--- src/rtl/cpu_exc_pkg.sv ---
// Shared exception constants: Cause codes and arbiter state encoding.
// The Cause decoder imports these same definitions.
package cpu_exc_pkg;

    localparam logic [1:0] CAUSE_INT = 2'b00;
    localparam logic [1:0] CAUSE_SYS = 2'b01;
    localparam logic [1:0] CAUSE_ILL = 2'b10;
    localparam logic [1:0] CAUSE_OVF = 2'b11;

    typedef enum logic [1:0] {
        ST_IDLE    = 2'b00,
        ST_REQ     = 2'b01,
        ST_SERVICE = 2'b10
    } exc_state_e;

    // Index of the lowest set bit; 0 when nothing is set.
    function automatic logic [2:0] lowest_set(input logic [7:0] v);
        logic [2:0] idx;
        idx = 3'd0;
        for (int i = 7; i >= 0; i--) begin
            if (v[i]) begin
                idx = 3'(i);
            end else begin
                idx = idx;
            end
        end
        return idx;
    endfunction

endpackage

--- src/rtl/int_sync_edge.sv ---
// Vectorised multi-flop synchroniser with one-cycle rising-edge pulse
// per asynchronous interrupt line.
module int_sync_edge #(
    parameter int WIDTH       = 4,
    parameter int SYNC_STAGES = 2
) (
    input  logic             clk,
    input  logic             rst_n,
    input  logic [WIDTH-1:0] async_in,
    output logic [WIDTH-1:0] rise
);

    logic [SYNC_STAGES-1:0][WIDTH-1:0] sync_q;
    logic [SYNC_STAGES-1:0][WIDTH-1:0] sync_d;
    logic [WIDTH-1:0]                  prev_q;
    logic [WIDTH-1:0]                  prev_d;

    // Shift chain next-state and edge detect against the extra history flop.
    always_comb begin
        sync_d[0] = async_in;
        for (int s = 1; s < SYNC_STAGES; s++) begin
            sync_d[s] = sync_q[s-1];
        end
        prev_d = sync_q[SYNC_STAGES-1];
        rise   = sync_q[SYNC_STAGES-1] & ~prev_q;
    end

    // Synchroniser and edge-history registers.
    always_ff @(posedge clk or negedge rst_n) begin
        if (!rst_n) begin
            sync_q <= '0;
            prev_q <= '0;
        end else begin
            sync_q <= sync_d;
            prev_q <= prev_d;
        end
    end

endmodule

--- src/rtl/exception_arbiter.sv ---
// Prioritises synchronous exceptions and pending interrupts, latches one cause
// plus EPC, and runs the request/service handshake with the pipeline controller.
module exception_arbiter
    import cpu_exc_pkg::*;
#(
    parameter int NUM_INT     = 4,
    parameter int SYNC_STAGES = 2
) (
    input  logic               clk,
    input  logic               rst_n,
    input  logic [NUM_INT-1:0] ext_int,
    input  logic               ie,
    input  logic               instr_valid,
    input  logic [31:0]        pc_in,
    input  logic               ovf,
    input  logic               ill,
    input  logic               sys,
    input  logic               exc_ack,
    input  logic               eret,
    output logic               exc_req,
    output logic [1:0]         cause,
    output logic [31:0]        epc,
    output logic [2:0]         int_id,
    output logic               in_handler,
    output logic               dbl_fault
);

    exc_state_e         state_q, state_d;
    logic [1:0]         cause_q, cause_d;
    logic [31:0]        epc_q, epc_d;
    logic [2:0]         int_id_q, int_id_d;
    logic               dbl_fault_q, dbl_fault_d;
    logic [NUM_INT-1:0] int_pend_q, int_pend_d;
    logic [NUM_INT-1:0] int_rise_s;
    logic [NUM_INT-1:0] int_clr_s;
    logic [7:0]         pend8_s;
    logic [2:0]         pick_s;

    int_sync_edge #(
        .WIDTH       (NUM_INT),
        .SYNC_STAGES (SYNC_STAGES)
    ) u_sync (
        .clk      (clk),
        .rst_n    (rst_n),
        .async_in (ext_int),
        .rise     (int_rise_s)
    );

    // Priority select, FSM next state, latch of cause/EPC/int_id, pending bookkeeping.
    always_comb begin
        state_d     = state_q;
        cause_d     = cause_q;
        epc_d       = epc_q;
        int_id_d    = int_id_q;
        dbl_fault_d = dbl_fault_q;
        int_clr_s   = '0;
        pend8_s     = 8'd0;
        pend8_s[NUM_INT-1:0] = int_pend_q;
        pick_s      = lowest_set(pend8_s);

        case (state_q)
            ST_IDLE: begin
                if (instr_valid) begin
                    if (ovf) begin
                        state_d = ST_REQ;
                        cause_d = CAUSE_OVF;
                        epc_d   = pc_in;
                    end else if (ill) begin
                        state_d = ST_REQ;
                        cause_d = CAUSE_ILL;
                        epc_d   = pc_in;
                    end else if (sys) begin
                        state_d = ST_REQ;
                        cause_d = CAUSE_SYS;
                        epc_d   = pc_in;
                    end else if (ie && (|int_pend_q)) begin
                        state_d  = ST_REQ;
                        cause_d  = CAUSE_INT;
                        epc_d    = pc_in;
                        int_id_d = pick_s;
                        for (int i = 0; i < NUM_INT; i++) begin
                            int_clr_s[i] = (3'(i) == pick_s);
                        end
                    end else begin
                        state_d = ST_IDLE;
                    end
                end else begin
                    state_d = ST_IDLE;
                end
            end
            ST_REQ: begin
                if (exc_ack) begin
                    state_d = ST_SERVICE;
                end else begin
                    state_d = ST_REQ;
                end
            end
            ST_SERVICE: begin
                if (eret) begin
                    state_d = ST_IDLE;
                end else begin
                    state_d = ST_SERVICE;
                end
            end
            default: begin
                state_d = ST_IDLE;
            end
        endcase

        // A synchronous fault while busy cannot be serviced; record it sticky.
        if ((state_q != ST_IDLE) && instr_valid && (ovf || ill || sys)) begin
            dbl_fault_d = 1'b1;
        end else begin
            dbl_fault_d = dbl_fault_q;
        end

        // New edges win over a same-cycle clear.
        int_pend_d = (int_pend_q & ~int_clr_s) | int_rise_s;
    end

    // State, latched cause/EPC and pending-interrupt registers.
    always_ff @(posedge clk or negedge rst_n) begin
        if (!rst_n) begin
            state_q     <= ST_IDLE;
            cause_q     <= CAUSE_INT;
            epc_q       <= 32'd0;
            int_id_q    <= 3'd0;
            dbl_fault_q <= 1'b0;
            int_pend_q  <= '0;
        end else begin
            state_q     <= state_d;
            cause_q     <= cause_d;
            epc_q       <= epc_d;
            int_id_q    <= int_id_d;
            dbl_fault_q <= dbl_fault_d;
            int_pend_q  <= int_pend_d;
        end
    end

    assign exc_req    = (state_q == ST_REQ);
    assign in_handler = (state_q == ST_SERVICE);
    assign cause      = cause_q;
    assign epc        = epc_q;
    assign int_id     = int_id_q;
    assign dbl_fault  = dbl_fault_q;

endmodule

--- config.mk ---
export PLATFORM = sky130hd
export DESIGN_NAME = exception_arbiter
export DESIGN_NICKNAME = d
export VERILOG_FILES = /design/src/rtl/cpu_exc_pkg.sv /design/src/rtl/int_sync_edge.sv /design/src/rtl/exception_arbiter.sv
export SDC_FILE = /design/constraint.sdc
export NUM_CORES = 1
export LEC_CHECK = 0
export CORE_UTILIZATION = 44
export CTS_CLUSTER_SIZE = 24
export DETAILED_ROUTE_END_ITERATION = 7
export GPL_TIMING_DRIVEN = 0
export PLACE_DENSITY = 0.8
export SETUP_SLACK_MARGIN = 0.4
export SYNTH_ARGS = -nofsm -noshare
export SYNTH_HDL_FRONTEND = slang
export SYNTH_SLANG_ARGS = --single-unit
--- constraint.sdc ---
create_clock -name clk -period 4.4 [get_ports clk]
set_input_delay 1.1 -clock clk [delete_from_list [all_inputs] [get_ports clk]]
set_output_delay 1.1 -clock clk [all_outputs]
set_load 0.005 [all_outputs]
Word-level counts from Yosys, hierarchy flattened
Cells that the tools add are included.

word-level totals
  flip-flop bits (word level) = 56
  input port bits = 45
  output and inout bits = 40
  word-level logic and storage cells = 60

cells by class
  equality and inequality tests = 5
  multiplexer cells = 26
  bitwise logic cells = 8
  reductions and logical operators = 12

operator list
  cell                                                                    count
  32-bit two-way mux                                                      4
  4-bit two-way mux                                                       6
  2-bit two-way mux                                                       9
  4-bit AND                                                               2
  4-bit inverter                                                          2
  2-bit by 3-bit equality test with 1-bit output (first input constant)   2
  3-bit two-way mux                                                       2
  2-bit one-hot mux with 3 select lines                                   1
  6-bit AND reduction                                                     1
  1-bit two-way mux                                                       4
  4-bit OR                                                                1
  4-bit nonzero test                                                      1
  4-bit OR reduction                                                      1
  1-bit by 3-bit equality test with 1-bit output (first input constant)   1
  1-bit logical AND                                                       3
  3-bit logical NOT                                                       1
  1-bit inverter                                                          3
  3-bit AND reduction                                                     1
  2-bit by 1-bit equality test with 1-bit output (second input constant)  1
  2-bit equality test (second input constant)                             1
  2-bit logical NOT                                                       1
  1-bit logical OR                                                        2
  2-bit nonzero test                                                      1

Logic depth before layout (Yosys ltp)
Gate-level depths: netlist of the first run.

  depth in word-level cells = 14
  mapped depth = 4
  mapped depth without buffers = 3

By module
A second synthesis of the first run with hierarchy kept.

unflattened totals
  cells, all modules = 130
  area, all modules = 2234.6 µm²

by module, submodules not included
  module             times used  cells each  area an instance (µm²)  sequential area each (µm²)
  exception_arbiter  1           114         1879.3                  1076.0
  int_sync_edge      1           16          355.3                   300.3

Worst setup path before layout of the first run
No wires, ideal clock.

  path kind = in2reg
  start = input port instr_valid
  end = register epc_q[10] (netlist: epc[10])
  library setup time = 125 ps
  data arrival time = 2186 ps
  required time = 4275 ps
  setup slack = 2089 ps
  stages = 4
  path buffers = 1
  cell sequence = nor3b_4 > a21boi_4 > buf_6 > mux2_4

between the ends
  longest elaborated chain between the ends = 1

RTL lines
  element                        line                      RTL
  start, declared                exception_arbiter.sv:13   input logic instr_valid,
  3-bit AND reduction (no line)  -
  end signal, assigned           exception_arbiter.sv:133  epc_q <= epc_d;
  end, declared                  exception_arbiter.sv:30   logic [31:0] epc_q, epc_d;

No other way between the ends.
A chain may end at the register's enable or synchronous reset.

Worst setup path in the final report of the first run
  start = input port instr_valid
  end = register epc_q[23] (netlist: epc[23])

The elaborated chain is that of the path after synthesis.

==> results.tsv, run 1 <==
metric	value	unit
p_int	1.47	mW
cts_resized	0	
synth_top_area_share	0.626	
numClockSinks	55	
crit_buf_inv	2	
die_x	72.7	um
rsz0062_at_grt	false	
power_density	606	nW/um2
synth.distinct_cells	28	
outcome	complete, no violations	
port_buffers	83	
fmax	378	MHz
vias	1335	
synth_area	2200	um2
swShare	0.252	
worstSetupEndpointType	flop	
core	4750	um2
p_leak	1.43	nW
grt_max_degree	37	
syn_nets	176	
dpl.hpwl	3050	um
grt_usage	0.174	
hold_path_class	reg -> reg	
route.detailed.drc	0	
fill_cells	350	
fin_crit	2.64	ns
clock_latency	0.30	ns
setup_violations	0	
pwr-share-comb	0.423	
drive_above_1_share	0.238	
clock_skew	0.00621	ns
netlist_instances	131	
synth_top_area_cell	dfrtp_1	
start_util	0.463	
gp_congestion	0.703	
switchingPower	0.497	mW
synth_common_cells	55 x dfrtp_1, 29 x mux2_4, 6 x inv_1, 5 x mux2_2, 5 x o21ai_0	
grt.overflow.total	0	
io_pins	85	
final.setup.tns	0	ns
synth_seq_cells	55	
grt_pass1_wl	6810	um
hold_violations	0	
post-route-period-util	0.601	
cp.arrival	2.83	ns
holdWs	0.352	ns
antenna_found_initial	0	
avgSynthCellArea	16.8	um2
finalMaxSlewViolations	0	
ys_warn_count	0	
crit_path_top_delay_cell	clkdlybuf4s50_1	
clkTransAtPathRegs	0.09	ns
cts_tree	built	
yosysSeqAreaShare	0.626	
clockPowerShare	0.171	
slowest_delay	0.48	ns
cts_buffers	5	
wl	4150	um
root_buffer	clkbuf_8	
synthArstFlopShare	1.00	
ir_worst_vdd	0.376	mV
synth-main-ff-cell	dfrtp_1	
n_antenna_cell	0	
startpoint_type	input pin	
worstPathMaxFanout	10	
clk_path_buf_depth	2	
h-tree-depth	2	
fp.dieH	72.7	um
drtIter0Drc	56	
crit_chain	clkdlybuf4s50_1 -> nor3b_4 -> a21boi_4 -> buf_6 -> mux2_4	
area_growth	47.6	%
post_cts_buffers	0	
wl_per_cell	14.3	um
final_antenna_net_count	0	
ys_top_cells_by_area	dfrtp_1 63%, mux2_4 20%, mux2_2 2.6%, buf_6 1.5%, o41ai_4 1.3%	
postCtsHoldBufs	0	
p_seq_frac	0.406	
maxCapViolations	0	
grt_pass1_vias	1389	
cp_top_family	buffers and inverters	
nets	267	
cp.required	4.58	ns
yosysMostFrequentCell	dfrtp_1	
routed_via_density	4.60	
synth_edf_count	0	
die_area	5290	um2
num_rows	25	
critical_path_class	in -> reg	
drt_pass1_iterations	4	
cell families (layout without fill, tap and decap cells):
group           after synthesis  in the layout  share of synthesized area
compound gates               18             18                     0.0739
buf+inv                      10            102                     0.0290
flops                        55             55                      0.626
mux                          35             35                      0.228
other cells                   1              1                    0.00170
simple gates                 12             12                     0.0415
cells in the final DEF (no fill, tap or decap), types with 2 or more instances in the layout:
cell type / netlist / layout
clkdlybuf4s50_1: 0 / 82
dfrtp_1: 55 / 55
mux2_4: 29 / 29
inv_1: 6 / 6
clkbuf_8: 0 / 6
o21ai_0: 5 / 5
mux2_2: 5 / 5
nor2b_1: 3 / 3
a22o_1: 3 / 3
buf_6: 3 / 3
a21o_1: 2 / 2
nand3_1: 2 / 2
worst paths after layout:
| path | from | cells past startpoint | slack, ns | to |
|---|---|---|---|---|
| max in group asynchronous | rst_n | 2 | 3.11 | epc[11] |
| worst min-delay path | u_sync.sync_d[7] | 0 | 0.35 | u_sync.prev_d[3] |
| min in group asynchronous | rst_n | 1 | 0.75 | epc[28] |
| worst max-delay path | instr_valid | 5 | 1.76 | epc[23] |
| worst max register to register | state_q[1] | 4 | 2.60 | epc[23] |
| worst min register to register | u_sync.sync_d[7] | 0 | 0.35 | u_sync.prev_d[3] |
state kept, by name, summed over array words and instances, names as in the netlist:
name and count:
cause 2, dbl_fault 1, epc 32, int_id 2, int_pend_q 4, state_q 2, u_sync.prev_d 4, u_sync.prev_q 4
u_sync.sync_d 4
power groups by stage:
stage / Combinational (mW) / Clock (mW) / Sequential [mW]
finish: 0.834 / 0.337 / 0.799
global route: 0.886 / 0.370 / 0.820
CTS: 0.847 / 0.350 / 0.800
detailed placement: 0.848 / 0 / 0.796
global placement: 0.825 / 0 / 0.800
floorplan: 0.386 / 0 / 0.801
area by class of cell:
cell class              instances  area, um2  area share
inverters                       6       22.5     0.00694
multi-input cells              66        759       0.234
well taps                      67       83.8      0.0258
flip-flops and latches         55       1380       0.424
clock inverters                 2       35.0      0.0108
clock buffers                   6       82.6      0.0254
plain buffers                   4       41.3      0.0127
repair buffers                 84        846       0.261
through the flow:
stage	setup WS [ns]	power, mW	std cells	utilization	instance area (um2)
3_3_place_gp	0.566	1.62	281	0.655	3110
3_5_place_dp	1.45	1.64	282	0.658	3130
4_1_cts	1.76	2.00	290	0.683	3250
2_1_floorplan	2.09	1.19	131	-	2200
5_1_grt	1.68	2.08	290	0.683	3250
6_report	1.76	1.97	290	0.683	3250
routing by layer:
layer	global-route usage	vias to the layer above	share of wire
li1	-	638	-
met1	0.239	632	0.47
met2	0.258	63	0.45
met3	0.0649	2	0.073
met4	0.0523	0	0.0041
met5	0	-	0
Note: power is estimated with default switching activity, not from simulation.
==> inputs of run 2 (changes only) <==
Settings changed: CORE_UTILIZATION 44 to 39, PLACE_DENSITY 0.8 to 0.75.
Clock period 4.4 ns to 2.3 ns, I/O delays scaled along.
==> run 2 against run 1 <==
Net effect:
- setup slack worse by 1.4 ns
- final cell count rose by 5.2%
- utilization decreased by 2.8 points
- clock power is 120% higher
- first-iteration DRC count grew 36%
- critical path depth is 1 higher
- via count grew 5.8%
- clock skew rose by 0.0012 ns
- worst hold slack worse by 0.19 ns
- combinational power is 120% higher
- die area up 12%
- critical path type unchanged
- highest routed layer unchanged
==> results.tsv, run 2 (synthesis results as in run 1) <==
metric	value	unit	change
route.detailed.drc	0		unchanged
design_area	3450	um2	+6.4%
start_util	0.417		-0.0453
fp.dieH	77.1	um	+6.0%
final_antenna_net_count	0		unchanged
vias	1413		+5.8%
nets	279		+4.5%
critical_path_class	in -> reg		
place_area	3130	um2	+0.12%
gp_congestion	0.700		-0.31%
dp.cells	285		+1.1%
grt_pass1_vias	1383		-0.43%
clock_skew	0.00736	ns	+0.00115 ns
cts_tree	built		
antenna_found_initial	0		unchanged
place_ws	-0.148	ns	-1.60 ns
final_common_cell	clkdlybuf4s50_1		
hold_path_class	in -> async		
post-route-period-util	0.830		
power_density	1180	nW/um2	+95%
clock_latency	0.30	ns	about the same
globalRouteMet2Util	0.243		-0.0147
cts_buffers	5		unchanged
clkTransAtPathRegs	0.10	ns	about the same
seq_area	1380	um2	unchanged
holdWs	0.164	ns	-0.188 ns
setup_violations	0		unchanged
finalMaxSlewViolations	0		unchanged
die_area	5940	um2	+12%
instances_no_fill	305		+5.2%
hold_violations	0		unchanged
area_growth	57.0	%	
largest_reg_flops	32		unchanged
num_rows	26		+4.0%
worstSetupEndpointType	flop		
core	5270	um2	+11%
ir_worst_vdd	0.553	mV	+47%
p_leak	1.56	nW	+9.1%
final.setup.tns	0	ns	unchanged
n_antenna_cell	0		unchanged
fill_cells	397		+13%
setup_ws	0.392	ns	-1.36 ns
final_util	0.655		-0.0276
clk_path_buf_depth	2		unchanged
drtIter0Drc	76		+36%
layout_common_cells	77 x clkdlybuf4s50_1, 55 x dfrtp_1, 29 x mux2_4, 8 x buf_4, 6 x inv_1		
cp.required	2.49	ns	-2.09 ns
multi_input_area	762	um2	+0.33%
met3_usage	0.0405		-0.0244
h-tree-depth	2		unchanged
rsz0062_at_grt	false		
drive_above_1_share	0.277		+0.0389
wl_per_cell	14.6	um	+2.2%
grt_max_degree	42		+14%
maxCapViolations	0		unchanged
outcome	complete, no violations		
dpl.hpwl	3040	um	-0.57%
top_usage_layer	met2		
postCtsHoldBufs	0		unchanged
die_x	77.1	um	+6.0%
grt_usage	0.147		-0.0263
drt_pass1_iterations	4		unchanged
grt_pass1_wl	6730	um	-1.1%
grt.overflow.total	0		unchanged
routed_via_density	4.63		+0.64%
port_buffers	83		unchanged
worstPathMaxFanout	7		-3
numClockSinks	55		unchanged
fin_crit	1.91	ns	
fmax	524	MHz	
p_total	4.08	mW	+110%
cp.arrival	2.10	ns	-0.73 ns
io_pins	85		unchanged
wl	4470	um	+7.5%
root_buffer	clkbuf_8		
globalRouteMet1Util	0.189		-0.0500
startpoint_type	input pin		
[run 2: changes by cell type in the layout (fill, tap and decap cells not counted), moves of 2 or more]
cell	change
buf_12	+3
buf_4	+7
buf_6	-2
clkbuf_16	+3
clkdlybuf4s50_1	-5
dlygate4sd2_1	+2
dlymetal6s2s_1	+3
[run 2: layout make-up]
class                      instances  area share
buffer                             4      0.0181
clock inverter                     2      0.0174
tap                               70      0.0254
multi-input combinational         66       0.221
clock buffer                       6      0.0210
timing repair buffer              96       0.292
inverter                           6     0.00652
sequential                        55       0.399
[run 2: final timing paths]
check / start / to / slack [ns] / depth (start not counted)
max reg2reg: state_q[1] / epc[21] / 0.47 / 7
min: rst_n / dbl_fault / 0.16 / 1
min in group clk: u_sync.sync_d[7] / u_sync.prev_d[3] / 0.36 / 0
max: ill / epc[21] / 0.39 / 6
min reg2reg: u_sync.sync_d[7] / u_sync.prev_d[3] / 0.36 / 0
max in group asynchronous: rst_n / epc[10] / 1.61 / 2
[run 2: critical path, cell delays in order]
cell	delay [ns]
clkdlybuf4s50_1	0.48
nor3_4	0.32
a21boi_4	0.10
buf_12	0.17
clkbuf_16	0.16
mux2_4	0.29
[run 2: what timing repair did]
item | CTS | global route
setup endpoints to repair | 34 | 32
cloned | 0 | 3
setup buffers | 6 | 3
resized for setup | 5 | 7
pin swaps | 1 | 2
hold endpoints to repair | 0 | 0
[run 2: report_power, final]
group	leakage, nW	switching (mW)	internal [mW]
logic	0.866	0.506	1.34
clock network	0.0654	0.294	0.435
registers	0.632	0.192	1.31
total	1.56	0.993	3.09
[run 2: layer usage]
metal / up-vias / wire length (um)
met4: 0 / 53
met1: 689 / 1920
met2: 57 / 2250
li1: 660 / -
met3: 7 / 237
met5: - / 0
